$ cat config.mk
export PLATFORM = sky130hd
export DESIGN_NAME = iir_sos_tdm_mc
export DESIGN_NICKNAME = d
export VERILOG_FILES = /design/src/rtl/iir_sos_tdm_mc.sv
export SDC_FILE = /design/constraint.sdc
export NUM_CORES = 2
export LEC_CHECK = 0
export ABC_AREA = 1
export CORE_MARGIN = 2
export CORE_UTILIZATION = 40
export DETAILED_ROUTE_END_ITERATION = 7
export PLACE_DENSITY_LB_ADDON = 0.2
export SLEW_MARGIN = 20
export SYNTH_ARGS = -nofsm -noshare
export SYNTH_HDL_FRONTEND = slang
export SYNTH_SLANG_ARGS = --single-unit
$ cat constraint.sdc
create_clock -name CLK -period 76 [get_ports CLK]
set_clock_uncertainty 0.15 [all_clocks]
set_input_delay 15.2 -clock CLK [delete_from_list [all_inputs] [get_ports CLK]]
set_output_delay 15.2 -clock CLK [all_outputs]
set_load 0.05 [all_outputs]
$ cat src/rtl/iir_sos_tdm_mc.sv
// Multi-channel cascade of Direct Form I biquads time-shared on one multiplier-accumulator.
// Each sample runs SCALE/MAC0..4/WB per section, then an output scale, then a DONE handoff.
module iir_sos_tdm_mc #(
    parameter  int NSOS = 4,
    parameter  int NCH  = 2,
    parameter  int WI   = 5,
    parameter  int WF   = 11,
    parameter  int WIC  = 5,
    parameter  int WFC  = 11,
    parameter  int GB   = 3,
    localparam int W    = WI + WF,
    localparam int WC   = WIC + WFC,
    localparam int WA   = W + WC + GB,
    localparam int CHW  = (NCH > 1) ? $clog2(NCH) : 1,
    localparam int AW   = $clog2(6 * NSOS + 1)
) (
    input  logic                 CLK,
    input  logic                 rst,
    input  logic                 clear,
    input  logic                 in_valid,
    output logic                 in_ready,
    input  logic [CHW-1:0]       in_ch,
    input  logic signed [W-1:0]  din,
    output logic                 out_valid,
    input  logic                 out_ready,
    output logic [CHW-1:0]       out_ch,
    output logic signed [W-1:0]  dout,
    input  logic                 cfg_we,
    input  logic [AW-1:0]        cfg_addr,
    input  logic [WC-1:0]        cfg_data,
    output logic                 cfg_err,
    output logic                 ovf
);

    localparam int NST = NCH * NSOS;
    localparam int SIW = (NST > 1) ? $clog2(NST) : 1;
    localparam int SW  = (NSOS > 1) ? $clog2(NSOS) : 1;
    localparam int NCF = 6 * NSOS + 1;
    localparam int WP  = W + WC;

    localparam logic signed [WC-1:0] ONE_C    = WC'(32'd1 << WFC);
    localparam logic signed [WA-1:0] RND_HALF = WA'(64'd1 << (WFC - 1));
    localparam logic signed [WA-1:0] SAT_HI   = WA'((64'd1 << (W - 1)) - 64'd1);
    localparam logic signed [WA-1:0] SAT_LO   = ~SAT_HI;

    typedef enum logic [3:0] {
        S_IDLE  = 4'd0,
        S_CLEAR = 4'd1,
        S_SCALE = 4'd2,
        S_MAC0  = 4'd3,
        S_MAC1  = 4'd4,
        S_MAC2  = 4'd5,
        S_MAC3  = 4'd6,
        S_MAC4  = 4'd7,
        S_WB    = 4'd8,
        S_SOUT  = 4'd9,
        S_DONE  = 4'd10
    } state_t;

    // Round half-up at the coefficient fraction point, then clamp; MSB of the result flags a clamp.
    function automatic logic [W:0] rnd_sat(input logic signed [WA-1:0] a);
        logic signed [WA-1:0] r;
        r = (a + RND_HALF) >>> WFC;
        if (r > SAT_HI) begin
            rnd_sat = {1'b1, SAT_HI[W-1:0]};
        end else if (r < SAT_LO) begin
            rnd_sat = {1'b1, SAT_LO[W-1:0]};
        end else begin
            rnd_sat = {1'b0, r[W-1:0]};
        end
    endfunction

    state_t                state_r, state_s;
    logic [SW-1:0]         sec_r;
    logic [CHW-1:0]        ch_r;
    logic [SIW-1:0]        clr_cnt_r;
    logic signed [W-1:0]   v_r, x_r;
    logic signed [WA-1:0]  acc_r;
    logic signed [WC-1:0]  coef_r [NCF];
    logic signed [W-1:0]   x1_r [NST];
    logic signed [W-1:0]   x2_r [NST];
    logic signed [W-1:0]   y1_r [NST];
    logic signed [W-1:0]   y2_r [NST];
    logic                  out_valid_r, cfg_err_r, ovf_r;
    logic [CHW-1:0]        out_ch_r;
    logic signed [W-1:0]   dout_r;

    logic [SIW-1:0]        st_idx_s;
    logic [AW-1:0]         coef_base_s, cidx_s;
    logic signed [WC-1:0]  op_c_s;
    logic signed [W-1:0]   op_d_s;
    logic signed [WP-1:0]  prod_s;
    logic signed [WA-1:0]  rnd_in_s;
    logic [W:0]            sat_s;
    logic signed [W-1:0]   y_s;
    logic                  sat_flag_s, ch_valid_s, accept_s, cfg_ok_s, out_load_s, clr_last_s;

    assign st_idx_s    = SIW'(32'(ch_r) * 32'(NSOS) + 32'(sec_r));
    assign coef_base_s = AW'(32'(sec_r) * 32'd5);
    assign in_ready    = (state_r == S_IDLE) && !clear;
    assign accept_s    = in_valid && in_ready;
    assign cfg_ok_s    = cfg_we && (state_r == S_IDLE) && !out_valid_r && (cfg_addr < AW'(NCF));
    assign out_load_s  = (state_r == S_DONE) && (!out_valid_r || out_ready);
    assign clr_last_s  = (state_r == S_CLEAR) && (clr_cnt_r == SIW'(NST - 1));
    assign op_c_s      = coef_r[cidx_s];
    assign prod_s      = WP'(op_c_s) * WP'(op_d_s);
    assign rnd_in_s    = (state_r == S_WB) ? acc_r : WA'(prod_s);
    assign sat_s       = rnd_sat(rnd_in_s);
    assign y_s         = $signed(sat_s[W-1:0]);
    assign sat_flag_s  = sat_s[W];

    assign out_valid = out_valid_r;
    assign out_ch    = out_ch_r;
    assign dout      = dout_r;
    assign cfg_err   = cfg_err_r;
    assign ovf       = ovf_r;

    // Flag channel numbers beyond NCH so they fold onto channel 0.
    always_comb begin
        ch_valid_s = 1'b0;
        for (int i = 0; i < NCH; i++) begin
            if (in_ch == CHW'(i)) begin
                ch_valid_s = 1'b1;
            end else begin
                ch_valid_s = ch_valid_s;
            end
        end
    end

    // Select the coefficient address and data operand feeding the shared multiplier.
    always_comb begin
        cidx_s = '0;
        op_d_s = '0;
        case (state_r)
            S_SCALE: begin cidx_s = AW'(32'(5 * NSOS) + 32'(sec_r)); op_d_s = v_r;            end
            S_MAC0:  begin cidx_s = coef_base_s;                      op_d_s = x_r;            end
            S_MAC1:  begin cidx_s = coef_base_s + AW'(32'd1);         op_d_s = x1_r[st_idx_s]; end
            S_MAC2:  begin cidx_s = coef_base_s + AW'(32'd2);         op_d_s = x2_r[st_idx_s]; end
            S_MAC3:  begin cidx_s = coef_base_s + AW'(32'd3);         op_d_s = y1_r[st_idx_s]; end
            S_MAC4:  begin cidx_s = coef_base_s + AW'(32'd4);         op_d_s = y2_r[st_idx_s]; end
            S_SOUT:  begin cidx_s = AW'(6 * NSOS);                    op_d_s = v_r;            end
            default: begin cidx_s = '0;                               op_d_s = '0;             end
        endcase
    end

    // FSM state register.
    always_ff @(posedge CLK or posedge rst) begin
        if (rst) begin
            state_r <= S_IDLE;
        end else begin
            state_r <= state_s;
        end
    end

    // FSM next-state logic.
    always_comb begin
        state_s = state_r;
        case (state_r)
            S_IDLE: begin
                if (clear) begin
                    state_s = S_CLEAR;
                end else if (in_valid) begin
                    state_s = S_SCALE;
                end else begin
                    state_s = S_IDLE;
                end
            end
            S_CLEAR: begin
                if (clr_last_s) begin
                    state_s = S_IDLE;
                end else begin
                    state_s = S_CLEAR;
                end
            end
            S_SCALE: state_s = S_MAC0;
            S_MAC0:  state_s = S_MAC1;
            S_MAC1:  state_s = S_MAC2;
            S_MAC2:  state_s = S_MAC3;
            S_MAC3:  state_s = S_MAC4;
            S_MAC4:  state_s = S_WB;
            S_WB: begin
                if (sec_r == SW'(NSOS - 1)) begin
                    state_s = S_SOUT;
                end else begin
                    state_s = S_SCALE;
                end
            end
            S_SOUT: state_s = S_DONE;
            S_DONE: begin
                if (out_load_s) begin
                    state_s = S_IDLE;
                end else begin
                    state_s = S_DONE;
                end
            end
            default: state_s = S_IDLE;
        endcase
    end

    // Coefficient file and write-reject pulse; reset restores a pass-through filter.
    always_ff @(posedge CLK or posedge rst) begin
        if (rst) begin
            for (int i = 0; i < NCF; i++) begin
                coef_r[i] <= ((i < 5 * NSOS) && (i % 5 != 0)) ? '0 : ONE_C;
            end
            cfg_err_r <= 1'b0;
        end else begin
            if (cfg_ok_s) begin
                coef_r[cfg_addr] <= cfg_data;
            end
            cfg_err_r <= cfg_we && !cfg_ok_s;
        end
    end

    // Sample working registers and the section accumulator.
    always_ff @(posedge CLK or posedge rst) begin
        if (rst) begin
            sec_r     <= '0;
            ch_r      <= '0;
            clr_cnt_r <= '0;
            v_r       <= '0;
            x_r       <= '0;
            acc_r     <= '0;
        end else begin
            case (state_r)
                S_IDLE: begin
                    sec_r     <= '0;
                    clr_cnt_r <= '0;
                    if (accept_s) begin
                        v_r  <= din;
                        ch_r <= ch_valid_s ? in_ch : '0;
                    end
                end
                S_CLEAR: clr_cnt_r <= clr_cnt_r + 1'b1;
                S_SCALE: x_r <= y_s;
                S_MAC0:  acc_r <= WA'(prod_s);
                S_MAC1, S_MAC2: acc_r <= acc_r + WA'(prod_s);
                S_MAC3, S_MAC4: acc_r <= acc_r - WA'(prod_s);
                S_WB: begin
                    v_r   <= y_s;
                    sec_r <= sec_r + 1'b1;
                end
                S_SOUT:  v_r <= y_s;
                default: v_r <= v_r;
            endcase
        end
    end

    // Per-channel, per-section delay lines; the clear sweep zeroes one section slot per cycle.
    always_ff @(posedge CLK or posedge rst) begin
        if (rst) begin
            for (int i = 0; i < NST; i++) begin
                x1_r[i] <= '0;
                x2_r[i] <= '0;
                y1_r[i] <= '0;
                y2_r[i] <= '0;
            end
        end else if (state_r == S_CLEAR) begin
            x1_r[clr_cnt_r] <= '0;
            x2_r[clr_cnt_r] <= '0;
            y1_r[clr_cnt_r] <= '0;
            y2_r[clr_cnt_r] <= '0;
        end else if (state_r == S_WB) begin
            x2_r[st_idx_s] <= x1_r[st_idx_s];
            x1_r[st_idx_s] <= x_r;
            y2_r[st_idx_s] <= y1_r[st_idx_s];
            y1_r[st_idx_s] <= y_s;
        end
    end

    // Output register with same-cycle consume-and-reload, plus the sticky overflow flag.
    always_ff @(posedge CLK or posedge rst) begin
        if (rst) begin
            out_valid_r <= 1'b0;
            out_ch_r    <= '0;
            dout_r      <= '0;
            ovf_r       <= 1'b0;
        end else begin
            if (out_load_s) begin
                out_valid_r <= 1'b1;
                out_ch_r    <= ch_r;
                dout_r      <= v_r;
            end else if (out_valid_r && out_ready) begin
                out_valid_r <= 1'b0;
            end
            if (clr_last_s) begin
                ovf_r <= 1'b0;
            end else if (sat_flag_s && ((state_r == S_SCALE) || (state_r == S_WB) || (state_r == S_SOUT))) begin
                ovf_r <= 1'b1;
            end else if (accept_s && !ch_valid_s) begin
                ovf_r <= 1'b1;
            end
        end
    end

endmodule

# --- Word level (Yosys, flattened, before mapping) ---
# Cells that the tools add are included.
word_totals:
  reg_bits: 1009
  output_inout_bits: 21
  wordCells: 201
op_classes:
  addsub: 11
  mul: 2
  n_lt_le_gt_ge: 10
  n_eq_ne: 13
  n_mux: 54
  bitwise: 9
  n_reduce_logical: 33
ops:
  columns: ["operator", "n"]
  rows:
  - ["128-bit 2-to-1 mux", 8]
  - ["128-bit bitwise AND", 4]
  - ["128-bit bitwise mux", 4]
  - ["400-bit bitwise mux", 1]
  - ["16-bit 2-to-1 mux", 14]
  - ["16-bit binary-select mux with 3-bit select", 4]
  - ["128-bit NOT", 1]
  - ["35-bit one-hot mux with 3 select lines", 1]
  - ["16-bit demux with 3-bit select", 2]
  - ["16-bit one-hot mux with 6 select lines", 1]
  - ["16-bit binary-select mux with 5-bit select", 1]
  - ["16-bit demux with 5-bit select", 1]
  - ["4-bit one-hot mux with 11 select lines", 1]
  - ["35-bit by 12-bit adder with 35-bit output (second input constant)", 1]
  - ["35-bit by 32-bit adder with 35-bit output", 1]
  - ["35-bit 2-to-1 mux", 1]
  - ["5-bit one-hot mux with 7 select lines", 1]
  - ["35-bit by 32-bit subtractor with 35-bit output", 1]
  - ["17-bit 2-to-1 mux", 2]
  - ["16-bit by 16-bit multiplier with 32-bit output", 1]
  - ["16-bit one-hot mux with 2 select lines", 1]
  - ["24-bit by 16-bit > comparator with 1-bit output (second input constant)", 1]
  - ["24-bit by 16-bit less-than comparator with 1-bit output (second input constant)", 1]
  - ["4-bit by 3-bit == test with 1-bit output (second input constant)", 4]
  - ["34 further kinds", 74]

# --- Depth between registers and ports, before layout ---
depth:
  word_depth: 16
  depth_mapped: 67

# --- Worst setup path before layout ---
# OpenSTA, ideal clock, no wires.
synth_timing:
  kind: "input -> output"
  startpoint: "in clear"
  endpoint: "out in_ready"
  t_arrival_ns: 16.177
  required_time_ns: 60.650
  path_slack_ns: 44.473
  cell_stages: 2
  n_path_buf: 1
  path_cell_list: "nor2_1 clkbuf_1"
synth_via:
  elab_chain_len: 2
synth_lines:
  columns: ["element", "line_no", "rtl"]
  rows:
  - ["from (decl)", "19", "input logic clear,"]
  - ["1-bit zero test", "100", "assign in_ready = (state_r == S_IDLE) && !clear;"]
  - ["1-bit logical AND", "100", null]
  - ["to (decl)", "21", "output logic in_ready,"]
# No other way between the ends.

# --- Final worst setup path ---
# Same ends and word-level chain as after synthesis.

==> summary.txt <==
outcome = finished clean
number of top-level pins = 65
clock root cell = clkbuf_16
Detailed Place HPWL = 136000 um
number of port buffers = 64
die area = 153000 sq um
Cell Area, Synth = 60000 sq um
pin count of the biggest net entering global routing = 172
H-tree Lvls = 3
Adder-Cell Fraction of Synth Area = 11.4%
DRT iter0 DRCs = 5641
Setup Total Neg Slack = 0 ns
Worst path most repeated cell = clkdlybuf4s50_1
most congested layer reported by global routing = met2
Slowest-stage cell, CP = clkdlybuf4s50_1
fin crit share = 43.0%
layout cells sized above 1 = 6.41%
CP Class = input port to primary output
HP Start = coef_r[31]
WL/cell = 22.2 um
CTS Buffer Depth = 3
M1 GR Usage = 39.6%
Critical Path RT = 60.65 ns
vias in the first global route = 51900
# DRC = 0
Slew HR = 26.1%
crit-path cells = clkdlybuf4s50_1, nor2_1, clkdlybuf4s50_1
grt met2 use = 42.7%
drt pass-1 iters = 8
clock latency at the later pin of the worst-skew pair = 0.79 ns
CTS tree = yes
Critical Path Start = clear
most area-hungry cell type in the Yosys netlist = dfrtp_1
CORE AREA = 149000 sq um
xor/xnor cell area share of the yosys netlist = 1.02%
mux contribution to synthesized area = 0.0355%
Setup violations, final = 0
Yosys top cell area share = 41.7%
simple-gate share of the synthesized area = 20.0%
reg2reg start = state_r[2]
Fin. Hold Viols = 0
Period minus WS final = 32.68 ns
first-pass GRT wire length = 325000 um
Synth Register Bits = 1009
antenna-violating nets left = 0
Synth Warn # = 0
share of async-settable or async-resettable flops after synthesis = 100%
Post-CTS Hold Buffers = 0
Die H = 391 um
Total Nets Final = 7884
CP Launch Type = input port
largest family of logic cells by synthesized area = simple AND/OR/NAND/NOR gates
GRT overflow = 0
num rows = 142
Synth area leaders = dfrtp_1 42%, nand2_1 9.7%, fa_1 8.8%
worst stage delay on the critical path = 0.95 ns
worst min path class = register to register
crit path max fanout = 18
clk slew on worst S/H paths = 0.06 ns
sequential share of the synthesized area = 42.1%
All-Layer GR Usage = 27.8%
clk sinks = 1009
fill count = 15000
WP data arrival = 17.33 ns
Vias/cell = 5.59
PostCTS Resize Cnt = 0
area grow syn2layout = 10.9%
CTS Buf Count = 111
Compound-Gate Fraction of Synth Area = 16.7%
Synth Flop Type = dfrtp_1
Syn Inst Count = 7560
die width = 391 um
Netlist cell types = 64
fmax = 30.6 MHz
RePlAce Congestion = 0.913
Max Cap Viol = 0
post-CTS setup buffer count = 0
total number of vias = 53500
Post-synth EDFFs = 0
Starting Density = 40.1%
initial antenna violation count = 4
RSZ-0062 raised after global routing = no
Slew Limit Fails = 0
synthesized area per cell = 7.93 sq um
Worst setup EP type = primary output
met3 Track Usage GR = 4.77%
syn_nets = 7993
measured slew at the worst slew-check pin = 1.11 ns
WL final = 212000 um
-- Yosys cell counts (11+ instances only) --
master,instances
nor2_2,14
clkinv_1,26
buf_1,31
o22ai_1,297
a221oi_1,57
nand3_1,305
a22o_1,16
a311o_1,14
a21oi_1,253
clkbuf_1,337
o21bai_1,11
or2_2,23
a31oi_1,46
nor2_1,900
fa_1,265
a22oi_1,37
o41ai_1,15
o21ai_0,979
inv_1,871
dfrtp_1,1000
nand4_1,58
o21ai_1,19
ha_1,124
nand2_1,1546
xor2_1,58
nand2_2,23
xnor2_1,12
buf_2,42
nor3_1,40
inv_2,41
-- cells by family (layout without fill, tap and decap cells) --
logic type,count (synthesis),count (layout)
DFF,1009,1009
muxes,2,2
and+or+nand+nor,2951,2951
buffers and inverters,1358,1338
other,0,2
xor gates and xnor gates,70,70
AOI/OAI and AO/OA,1781,1781
adders and majority gates,389,389
-- per-stage QoR --
step	setup WS, ns	hold slack, ns	utilization, %	instance area, sq um	cells
global placement	43.36	0.315	42.0	62700	9353
detailed placement	43.33	0.323	42.0	62700	9353
finish	43.32	0.333	44.5	66500	9558
floorplan	32.27	0.299	-	60000	7560
global route	43.16	0.348	44.5	66500	9557
CTS	43.33	0.337	44.5	66400	9555
-- critical path, delay by kind of cell --
kind	cells	cell delay, ns
buffers and inverters	2	1.37
AND/OR/NAND/NOR	1	0.75
-- sequential cells by signal, indices dropped and copies added, names as in the netlist --
signal,cells
x1_r,128
ch_r,1
sec_r,2
y2_r,128
x_r,16
state_r,4
cfg_err,1
out_valid,1
acc_r,35
clr_cnt_r,3
x2_r,128
out_ch,1
y1_r,128
ovf,1
v_r,16
dout,16
coef_r,400
-- final cells by class --
type	count	area (sq um)	share of cell area, %
timing repair buffer	197	1680	2.53
inverter	939	3540	5.32
antenna	2	5.00	0.00753
clock inverter	26	407	0.612
multi-input combinational	5193	29700	44.7
tap	2016	2520	3.79
clock buffer	176	3350	5.04
sequential	1009	25300	38.0
-- cell usage in the layout (no fill, tap or decap), drive strengths merged, types with 46 or more instances in the layout --
master / n
clkbuf: 176
nand2: 1579
a31oi: 46
fa: 265
buf: 133
nor2: 918
inv: 913
ha: 124
clkdlybuf4s50: 64
dfrtp: 1000
a221oi: 57
a21oi: 253
nand4: 58
o22ai: 297
xor2: 58
nand3: 307
o21ai: 999
-- layer usage --
layer	vias to the layer above	routed length (um)
met2	2234	94200
met3	338	18100
met1	26500	92800
met4	2	7250
li1	24400	-
met5	-	20
-- worst paths after layout --
kind | depth (start not counted) | to | slack, ns
worst max-delay path | 3 | in_ready | 43.32
worst min-delay path | 2 | coef_r[31] | 0.33
worst max register to register | 58 | acc_r[34] | 61.39
worst min register to register | 2 | coef_r[31] | 0.33
max in group asynchronous | 7 | x2_r[39] | 56.30
min in group asynchronous | 2 | coef_r[270] | 14.96
Power is not shown: default switching activity piles up to over one toggle a cycle in this logic, so the estimate is an artifact.
